===== config.mk =====
export PLATFORM = sky130hd
export DESIGN_NAME = conv_sequencer
export DESIGN_NICKNAME = d
export VERILOG_FILES = /design/src/rtl/conv_sequencer.sv
export SDC_FILE = /design/constraint.sdc
export NUM_CORES = 1
export LEC_CHECK = 0
export BUFFER_PORTS_ARGS = -buffer_cell sky130_fd_sc_hd__buf_2
export CORE_MARGIN = 8
export CORE_UTILIZATION = 51
export CTS_BUF_LIST = sky130_fd_sc_hd__clkbuf_4 sky130_fd_sc_hd__clkbuf_8
export CTS_CLUSTER_SIZE = 14
export DETAILED_ROUTE_END_ITERATION = 10
export MAX_ROUTING_LAYER = met4
export PLACE_DENSITY_LB_ADDON = 0.08
export SLEW_MARGIN = 20
export SYNTH_ARGS = -nofsm -noshare
export SYNTH_HDL_FRONTEND = slang
export SYNTH_SLANG_ARGS = --single-unit

===== constraint.sdc =====
create_clock -name clk -period 15.7 [get_ports clk]
set_input_delay 0.785 -clock clk [delete_from_list [all_inputs] [get_ports clk]]
set_output_delay 0.785 -clock clk [all_outputs]
set_load 0.05 [all_outputs]

===== src/rtl/conv_sequencer.sv =====
// conv_sequencer: runs a 3x3 "valid" convolution over a row-major 8-bit image
// held in the data RAM.
//
// For each output pixel the block does the following:
//   - issues nine reads,
//   - accumulates pixel*coefficient one cycle behind each read,
//   - scales the sum by an arithmetic right shift,
//   - clamps the result to 0..255,
//   - writes one byte.
// Each output pixel takes 11 cycles: 9 RD, 1 LAST, 1 WR.
//
// Ports:
//   clk, rst_n          clock, async active-low reset
//   start, abort        job request (IDLE only) / synchronous cancel
//   img_w, img_h        image size, latched at start (valid range 3..64)
//   k_we, k_idx, k_data kernel tap write port (ignored while busy)
//   mem_*               single data-RAM port; read data returns one cycle later
//   busy, done, err     job running / completion pulse / bad-dimension flag
module conv_sequencer #(
  parameter logic [11:0] IN_BASE  = 12'h000,
  parameter logic [11:0] OUT_BASE = 12'h800,
  parameter int unsigned SHIFT    = 0
) (
  input  logic        clk,
  input  logic        rst_n,
  input  logic        start,
  input  logic        abort,
  input  logic [6:0]  img_w,
  input  logic [6:0]  img_h,
  input  logic        k_we,
  input  logic [3:0]  k_idx,
  input  logic [7:0]  k_data,
  output logic [11:0] mem_addr,
  output logic        mem_rd_en,
  input  logic [7:0]  mem_rdata,
  output logic        mem_wr_en,
  output logic [7:0]  mem_wdata,
  output logic        busy,
  output logic        done,
  output logic        err
);

  localparam logic [2:0] S_IDLE = 3'd0;
  localparam logic [2:0] S_RD   = 3'd1;
  localparam logic [2:0] S_LAST = 3'd2;
  localparam logic [2:0] S_WR   = 3'd3;
  localparam logic [2:0] S_DONE = 3'd4;

  logic [2:0]         state_q, state_d;
  logic [6:0]         w_q, w_d, h_q, h_d, r_q, r_d, c_q, c_d;
  logic [3:0]         tap_q, tap_d;
  logic signed [20:0] acc_q, acc_d;
  logic               err_q, err_d;
  logic signed [7:0]  kern_q [9];

  logic busy_w;
  assign busy_w = (state_q == S_RD) || (state_q == S_LAST) || (state_q == S_WR);

  // Split the tap number into kernel row/column without a divider.
  logic [1:0] ti, tj;
  always_comb begin
    ti = 2'd0;
    tj = 2'd0;
    if (tap_q < 4'd3) begin
      tj = tap_q[1:0];
    end else if (tap_q < 4'd6) begin
      ti = 2'd1;
      tj = 2'(tap_q - 4'd3);
    end else begin
      ti = 2'd2;
      tj = 2'(tap_q - 4'd6);
    end
  end

  // Offsets are computed wide and then truncated, so addresses wrap modulo 4096.
  logic [15:0] rd_off, wr_off;
  assign rd_off = ({9'd0, r_q} + {14'd0, ti}) * {9'd0, w_q} + {9'd0, c_q} + {14'd0, tj};
  assign wr_off = {9'd0, r_q} * ({9'd0, w_q} - 16'd2) + {9'd0, c_q};

  // Read data lags the read by one cycle, so this cycle's data belongs to
  // tap_q-1. In LAST it belongs to tap 8.
  logic [3:0]        acc_idx;
  logic signed [7:0] k_sel;
  assign acc_idx = (state_q == S_LAST) ? 4'd8 : tap_q - 4'd1;
  always_comb begin
    k_sel = '0;
    if (acc_idx <= 4'd8) k_sel = kern_q[acc_idx];
  end

  // The pixel is zero-extended so the multiply stays signed-by-signed.
  logic signed [16:0] px_s, k_s, prod;
  assign px_s = {9'd0, mem_rdata};
  assign k_s  = {{9{k_sel[7]}}, k_sel};
  assign prod = px_s * k_s;

  logic acc_en;
  assign acc_en = ((state_q == S_RD) && (tap_q != 4'd0)) || (state_q == S_LAST);

  logic signed [20:0] scaled;
  logic [7:0]         result;
  assign scaled = acc_q >>> SHIFT;
  always_comb begin
    result = scaled[7:0];
    if (scaled < 0)               result = 8'd0;
    else if (scaled > 21'sd255)   result = 8'd255;
  end

  logic row_end, last_px;
  assign row_end = (c_q == w_q - 7'd3);
  assign last_px = row_end && (r_q == h_q - 7'd3);

  always_comb begin
    state_d = state_q;
    w_d     = w_q;
    h_d     = h_q;
    r_d     = r_q;
    c_d     = c_q;
    tap_d   = tap_q;
    acc_d   = acc_q;
    err_d   = err_q;
    if (acc_en) acc_d = acc_q + {{4{prod[16]}}, prod};
    case (state_q)
      S_IDLE: begin
        if (start) begin
          w_d   = img_w;
          h_d   = img_h;
          r_d   = '0;
          c_d   = '0;
          tap_d = '0;
          acc_d = '0;
          if ((img_w < 7'd3) || (img_h < 7'd3)) begin
            err_d   = 1'b1;
            state_d = S_DONE;
          end else begin
            err_d   = 1'b0;
            state_d = S_RD;
          end
        end
      end
      S_RD: begin
        if (tap_q == 4'd8) begin
          tap_d   = '0;
          state_d = S_LAST;
        end else begin
          tap_d = tap_q + 4'd1;
        end
      end
      S_LAST: state_d = S_WR;
      S_WR: begin
        acc_d = '0;
        if (row_end) begin
          c_d = '0;
          r_d = r_q + 7'd1;
        end else begin
          c_d = c_q + 7'd1;
        end
        state_d = last_px ? S_DONE : S_RD;
      end
      S_DONE:  state_d = S_IDLE;
      default: state_d = S_IDLE;
    endcase
    if (abort && (state_q != S_IDLE)) state_d = S_IDLE;
  end

  always_ff @(posedge clk or negedge rst_n) begin
    if (!rst_n) begin
      state_q <= S_IDLE;
      w_q     <= '0;
      h_q     <= '0;
      r_q     <= '0;
      c_q     <= '0;
      tap_q   <= '0;
      acc_q   <= '0;
      err_q   <= 1'b0;
    end else begin
      state_q <= state_d;
      w_q     <= w_d;
      h_q     <= h_d;
      r_q     <= r_d;
      c_q     <= c_d;
      tap_q   <= tap_d;
      acc_q   <= acc_d;
      err_q   <= err_d;
    end
  end

  always_ff @(posedge clk or negedge rst_n) begin
    if (!rst_n) begin
      for (int i = 0; i < 9; i++) kern_q[i] <= '0;
    end else if (k_we && !busy_w && (k_idx <= 4'd8)) begin
      kern_q[k_idx] <= k_data;
    end
  end

  // An abort that arrives during WR must stop the write in that same cycle,
  // so the strobe is gated combinationally.
  assign mem_rd_en = (state_q == S_RD);
  assign mem_wr_en = (state_q == S_WR) && !abort;
  assign mem_addr  = (state_q == S_RD) ? IN_BASE + rd_off[11:0] :
                     (state_q == S_WR) ? OUT_BASE + wr_off[11:0] : 12'd0;
  assign mem_wdata = (state_q == S_WR) ? result : 8'd0;
  assign busy      = busy_w;
  assign done      = (state_q == S_DONE) && !abort;
  assign err       = err_q;

endmodule

Word-level counts from Yosys, hierarchy flattened
Index checks and enable logic that the tools add are counted.
- input bits: 39
- flip-flop bits (word level): 129
- output and inout port bits: 25
- multiply operators: 3
- bitwise logic cells: 2
- $add $sub $neg: 15
- reduce and logical (&&, ||, !) cells: 24
- order comparisons: 11
- eq/ne operators: 11
- multiplexer cells: 35
- operator list (kind ; number):
    72-bit bitwise mux ; 1
    8-bit two-way mux ; 7
    21-bit two-way mux ; 2
    21-bit case mux with 2 select lines ; 1
    8-bit binary-select mux with 4-bit select ; 1
    8-bit demux with 4-bit select ; 1
    7-bit case mux with 2 select lines ; 2
    12-bit by 7-bit adder with 12-bit output ; 2
    12-bit two-way mux ; 2
    21-bit adder ; 1
    21-bit by 9-bit > comparator with 1-bit output (second input constant) ; 1
    21-bit by 1-bit < comparator with 1-bit output (second input constant) ; 1
    7-bit two-way mux ; 3
    9-bit by 8-bit multiplier with 17-bit output ; 1
    3-bit two-way mux ; 5
    7-bit by 1-bit adder with 7-bit output (second input constant) ; 2
    7-bit equality test ; 2
    7-bit by 2-bit < comparator with 1-bit output (second input constant) ; 2
    7-bit by 2-bit subtractor with 7-bit output (second input constant) ; 2
    12-bit adder (first input constant) ; 1
    12-bit by 2-bit adder with 12-bit output ; 1
    8-bit by 7-bit multiplier with 12-bit output ; 1
    8-bit by 8-bit multiplier with 12-bit output ; 1
    4-bit two-way mux ; 3
    other kinds (31) ; 55

Longest topological paths before layout
Gate-level depths: netlist (run 1).
- depth in word-level cells: 12
- mapped depth: 34
- mapped depth without buffers: 32

Worst setup path before layout (run 1)
Ideal clock, no wire load.
- path kind: register to register
- from: reg tap_q[0]
- to: reg acc_q[20]
- slack: 8117 ps
- clock period less this slack: 7583 ps
- cell stages (with the launch flop): 31
- arrival: 7504 ps
- required time: 15621 ps
- library setup time: 79 ps
- cell sequence: dfrtp_1 -> inv_1 -> ha_1 -> nor2_2 -> buf_4 -> mux2_2 -> a222oi_1 -> o21ai_0 -> a22o_1 -> and2_1 -> fa_1 -> inv_1 -> fa_1 -> inv_1 -> fa_1 -> inv_1 -> fa_1 -> inv_1 -> ha_1 -> a2111oi_0 -> o311ai_0 -> o41ai_1 -> xnor2_1 -> ha_1 -> inv_1 -> a2111oi_0 -> o311ai_0 -> a31oi_1 -> nor2_1 -> mux2i_1 -> mux2i_1
- cells in the longest elaborated chain, start to end: 12
- elaborated cells between the ends (all ways): 16
- classes of those cells: add/sub (2); mul (1); order compare (1); mux (8); bitwise (1); reduce/logical (3)
- RTL lines (what ; line ; RTL):
    start, declared ; 51 ; logic [3:0] tap_q, tap_d;
    start signal, assigned ; 181 ; tap_q <= tap_d;
    4-bit by 1-bit subtractor with 4-bit output ; 84 ; assign acc_idx = (state_q == S_LAST) ? 4'd8 : tap_q - 4'd1;
    4-bit two-way mux ; 84 ;
    4-bit inverter with 5-bit output (implied by the code) ; 87 ; if (acc_idx <= 4'd8) k_sel = kern_q[acc_idx];
    8-bit binary-select mux with 4-bit select ; 87 ;
    8-bit two-way mux (implied by the code) (2 in a row) ; 87 ;
    8-bit two-way mux ; 87 ;
    9-bit by 8-bit multiplier with 17-bit output ; 94 ; assign prod = px_s * k_s;
    21-bit adder ; 121 ; if (acc_en) acc_d = acc_q + {{4{prod[16]}}, prod};
    21-bit two-way mux * ; 121 ;
    21-bit two-way mux ; 124 ; if (start) begin
    21-bit case mux with 2 select lines * ; 122 ; case (state_q)
    via acc_d[20] ; 52 ; logic signed [20:0] acc_q, acc_d;
    end signal, assigned ; 173 ; acc_q <= '0;
    end signal, assigned ; 182 ; acc_q <= acc_d;
    end, declared ; 52 ;
The timed path passes the listed nets; every way through them passes the cells marked *. The select of a mux whose other input is x is not followed.
A chain may end at the register's enable or synchronous reset.

Worst setup path in the final report (run 1)
Same ends and word-level chain as after synthesis.

==> impl_metrics.toml, run 1 <==
[place]
port_buffers = 63
place_congestion = 0.873
dp_hpwl_um = 25000
dpl.cell_count = 1816

[worst_setup_path]
worstSetupPathType = "flip-flop to flip-flop"
r2r_slack_ps = 6470
max_stage_delay_ps = 770
worstSetupEndpoint = "acc_q[20]$_DFF_PN0_"
crit_fanout = 26
crit_slowest_cell = "dfrtp_1"
crit_path_start = "tap_q[0]$_DFFE_PN0P_"
worstPathRequired_ps = 16090
endpoint_kind = "flip-flop"
r2r_cells = 32
critical_path_arrival_ps = 9620
cpMostUsedCell = "inv_1"
r2r-end = "acc_q[20]$_DFF_PN0_"
crit-reg2reg-launch = "tap_q[0]$_DFFE_PN0P_"
worst_setup_path_start_kind = "flip-flop"

[clocking]
clock_latency_ps = 460
h-tree-depth = 4
cts_setup_buffers = 0
cts_resized = 0
numCtsBuffers = 17
clk_pin_slew_ps = 110
cts.sinks = 129
tritoncts = "done"
cts.root.buffer_cell = "clkbuf_8"
ctsHoldBuffers = 0
clock_path_buffers = 2

[detailed_routing]
vias = 10300
drcViolationCount = 0
first_iter_violations = 631
vias_per_cell = 5.58
dr.pass1.iters = 7
ant_nets = 0
avgRoutedWirePerCell_um = 17.3
wl_um = 32000

[global_route]
antenna_found_initial = 0
gr-usage-all-layers_pct = 21.7
grt.overflow.total = 0
grt_pass1_vias = 10400
grt_pass1_wl_um = 53600
grt_max_degree = 68

[timing]
hold_viol_final = 0
max_freq_mhz = 108
rsz0062_at_grt = "false"
slew_violations = 0
finClkSkew_ps = 23.3
setup_tns_ps = 0
tightest_slew_ps = 982
setup_viol = 0
fin_crit_sh_pct = 58.8
period_minus_slack_ps = 9230
slew_headroom_pct = 34.5

[final_layout]
insertedDiodeCount = 0
stdcell_count = 1848
layout-drive-gt1-share_pct = 13.5
fillers = 2393
area_growth_pct = 7.38
fin_nets = 1773

[floorplanning]
fp.dieW_um = 179
start_util_pct = 51.9
rows = 59
dieArea_um2 = 31900
die-height_um = 179
fp.coreArea_um2 = 26000
num_io_pins = 64

[synthesis]
synth.avg_cell_area_um2 = 9.27
syn_nets = 1729
ys_seq_area_share_pct = 23.9
ys.flop_type = "dfrtp_1"
ys_async_sr_fraction_pct = 100
synth_area_um2 = 13500
syn-instance-count = 1456
synth_cell_types = 67
synth-edff-count = 0
yosys_warnings = 0
synth-seq-cells = 129

[min_path]
hp-class = "input pin to asynchronous set/reset pin"

[outcome]
status = "complete, no violations"

[run]
cap_viol_max_count = 0
[worst max-delay path, delay by kind of cell, from the launching register on]
kind                       cells  cell delay [ps]
muxes                          2              390
xor gates and xnor gates       1              140
AOI/OAI and AO/OA             11             3550
adders and majority gates      7             2870
and+or+nand+nor                4              720
DFF                            1              770
buffers and inverters          7              720
[registers in the layout (all words and copies together) (netlist names)]
name	flops
acc_q	21
err	1
w_q	7
c_q	7
r_q	7
tap_q	4
state_q	3
kern_q	72
h_q	7
[logic make-up (layout without fill, tap and decap cells)]
kind of cell,after synthesis,in the layout,share of synthesized area (%)
AO/OA/AOI/OAI,238,238,11.7
XOR/XNOR,80,80,5.40
adder cells (fa/ha/maj),234,234,27.9
buffers and inverters,227,284,6.46
flip-flops,129,129,23.9
multiplexers,103,103,8.47
AND/OR/NAND/NOR,445,445,16.2
[area by class of cell]
| cell class | instances | area (µm²) | share of cell area [%] |
|---|---|---|---|
| inverter | 183 | 687 | 4.74 |
| clock buffer | 17 | 234 | 1.62 |
| tap | 335 | 419 | 2.89 |
| multi-input combinational | 1100 | 9390 | 64.8 |
| clock inverter | 15 | 161 | 1.11 |
| sequential | 129 | 3230 | 22.3 |
| timing repair buffer | 69 | 367 | 2.53 |
[layout by cell type, fill, tap and decap left out, types with 3 or more instances in the layout]
master and n:
inv_8 7, nand4_1 4, buf_2 62, a2111oi_0 4
o21ai_0 55, a21o_1 18, nand2_1 170, nand3_1 26
nor3_1 17, o22ai_1 8, a222oi_1 8, nor2b_1 16
ha_1 123, o311ai_0 4, fa_1 111, or2_2 5
nor3b_1 3, or3_1 8, nor4_1 8, nor2_1 69
o21bai_1 5, nand2b_1 13, a211oi_1 8, and3_1 8
o21a_1 17, xor2_1 26, a21oi_1 55, mux2i_1 14
o31ai_1 5, mux2_2 89, dfrtp_1 129, a22o_1 11
inv_1 182, buf_4 6, clkbuf_8 17, a31oi_1 7
xnor2_1 52, and2_1 86, inv_6 3, o211ai_1 13
[synthesized netlist by cell type (all sizes together), types with 18 or more instances]
| cell | n | area, µm² |
|---|---|---|
| nor2 | 71 | 272 |
| xor2 | 26 | 228 |
| a21o | 18 | 135 |
| mux2 | 89 | 1000 |
| nand3 | 26 | 130 |
| a21oi | 55 | 275 |
| clkbuf | 27 | 101 |
| inv | 182 | 683 |
| o21ai | 56 | 280 |
| fa | 111 | 2220 |
| ha | 123 | 1540 |
| dfrtp | 129 | 3230 |
| nand2 | 170 | 638 |
| xnor2 | 52 | 455 |
| and2 | 86 | 538 |
[worst min path at each step]
| stage | endpoint | slack (ps) | cells past startpoint |
|---|---|---|---|
| 6_report | acc_q[17]$_DFF_PN0_ | 310 | 1 |
| 5_1_grt | acc_q[17]$_DFF_PN0_ | 330 | 1 |
| 4_1_cts | acc_q[19]$_DFF_PN0_ | 310 | 1 |
| 3_5_place_dp | acc_q[20]$_DFF_PN0_ | 480 | 1 |
| 3_3_place_gp | acc_q[20]$_DFF_PN0_ | 470 | 1 |
| 2_1_floorplan | acc_q[20]$_DFF_PN0_ | 450 | 1 |
[metal layers]
metal  vias to the layer above  routed length (µm)  global-route usage, %
li1                       4975                   -                      -
met1                      5105               16000                   30.5
met2                       194               14500                   33.2
met3                        29                 974                   2.48
met4                         0                 430                   4.89
met5                         -                   0                      -
[stage by stage]
step	hold slack [ps]	util [%]	worst slack, ps	area (µm²)
after floorplan	446	-	8120	13500
after global placement	467	54.2	6860	14100
after detailed placement	478	54.2	6540	14100
after CTS	306	55.7	6500	14500
after global routing	335	55.7	5790	14500
final	306	55.7	6470	14500
Power of run 1 is left out: the tool's default activity adds up to more than one toggle a clock period on the data nets, which glitch-free logic cannot reach.
==> inputs of run 2 (changes only) <==
==> constraint.sdc (replaced) <==
create_clock -name clk -period 9.2 [get_ports clk]
set_input_delay 0.46 -clock clk [delete_from_list [all_inputs] [get_ports clk]]
set_output_delay 0.46 -clock clk [all_outputs]
set_load 0.05 [all_outputs]
==> impl_metrics.toml, run 2 (same netlist as run 1, synthesis figures left out) <==
[outcome]
status = "complete, no violations"

[worst_setup_path]
crit_fanout = 10
critical_path_arrival_ps = 8920
max_stage_delay_ps = 550
worstSetupPathType = "flip-flop to flip-flop"
path_delay_family = "adder cells"
cp.buffers_inverters = 4
worst_setup_path_start_kind = "flip-flop"
cpMostUsedCell = "fa_1"
endpoint_kind = "flip-flop"
worstPathRequired_ps = 9570
crit_slowest_cell = "fa_1"

[timing]
hold_viol_final = 0
period_minus_slack_ps = 8550
slew_violations = 0
fin_crit_sh_pct = 92.9
slew_headroom_pct = 33.1
max_freq_mhz = 117
setup_tns_ps = 0
setup_viol = 0
rsz0062_at_grt = "false"
finClkSkew_ps = 18.3
tightest_slew_ps = 996

[final_layout]
fillers = 2425
fin_nets = 1774
layout-drive-gt1-share_pct = 13.7
layout_common_cells = "182 x inv_1, 170 x nand2_1, 129 x dfrtp_1"
regMostFlops = "kern_q"
final_common_cell = "inv_1"
insertedDiodeCount = 0
largest_reg_flops = 72
reg.largest.list = "kern_q: 72 flops, acc_q: 21 flops"
area_growth_pct = 7.53

[run]
cap_viol_max_count = 0

[clocking]
ctsHoldBuffers = 0
cts.root.buffer_cell = "clkbuf_8"
h-tree-depth = 4
numCtsBuffers = 17
clk_pin_slew_ps = 100
tritoncts = "done"
clock_path_buffers = 2
clock_latency_ps = 460
cts.sinks = 129

[global_route]
grt_pass1_wl_um = 54000
antenna_found_initial = 0
gr-usage-all-layers_pct = 21.8
grt_pass1_vias = 10400
grt_max_degree = 76
grt.overflow.total = 0

[detailed_routing]
ant_nets = 0
first_iter_violations = 629
drcViolationCount = 0
avgRoutedWirePerCell_um = 17.5
vias = 10300
dr.pass1.iters = 5
wl_um = 32300
vias_per_cell = 5.56

[floorplanning]
fp.dieW_um = 179
num_io_pins = 64
start_util_pct = 51.9
rows = 59
fp.coreArea_um2 = 26000
die-height_um = 179
dieArea_um2 = 31900

[min_path]
hp-class = "input pin to asynchronous set/reset pin"

[place]
dp_hpwl_um = 25500
port_buffers = 63
place_congestion = 0.900
## run 2: worst paths after layout
kind	start	endpoint	slack (ps)	depth (start not counted)
worst max register to register	tap_q[1]$_DFFE_PN0P_	acc_q[20]$_DFF_PN0_	650	29
worst max-delay path	tap_q[1]$_DFFE_PN0P_	acc_q[20]$_DFF_PN0_	650	29
max in group asynchronous	rst_n	kern_q[64]$_DFFE_PN0P_	7970	2
worst min register to register	acc_q[20]$_DFF_PN0_	acc_q[20]$_DFF_PN0_	480	1
worst min-delay path	rst_n	acc_q[19]$_DFF_PN0_	10	1
min in group clk	img_h[3]	h_q[3]$_DFFE_PN0P_	210	3
## run 2: cell type report
class | instances | area (µm²) | share of cell area [%]
clock buffers | 17 | 234 | 1.61
clock inverters | 15 | 163 | 1.12
inverters | 183 | 687 | 4.74
multi-input cells | 1100 | 9400 | 64.8
flip-flops and latches | 129 | 3230 | 22.3
well taps | 335 | 419 | 2.89
repair buffers | 70 | 374 | 2.58
## run 2: repair_timing
item                                    in CTS  in global routing
endpoints found under the setup margin       0                  2
setup buffers                                0                  0
resized for setup                            0                  3
## run 2: layer usage
metal / track usage (%) / vias up / wire, µm
met5: - / - / 0
met4: 4.27 / 0 / 395
met3: 3.03 / 28 / 1100
met2: 32.7 / 189 / 14500
met1: 31.1 / 5087 / 16300
li1: - / 4983 / -
## run 2: metrics by stage
step / util (%) / instances / worst slack [ps] / hold slack (ps) / area [µm²]
finish: 55.8 / 1849 / 650 / 10.9 / 14500
detailed placement: 54.3 / 1817 / 348 / 474 / 14100
global route: 55.8 / 1849 / 8.32 / 66.9 / 14500
CTS: 55.8 / 1849 / 297 / 42.1 / 14500
global placement: 54.3 / 1817 / 663 / 464 / 14100
floorplan: - / 1456 / 1620 / 164 / 13500
Power of run 2 is left out for the same reason.
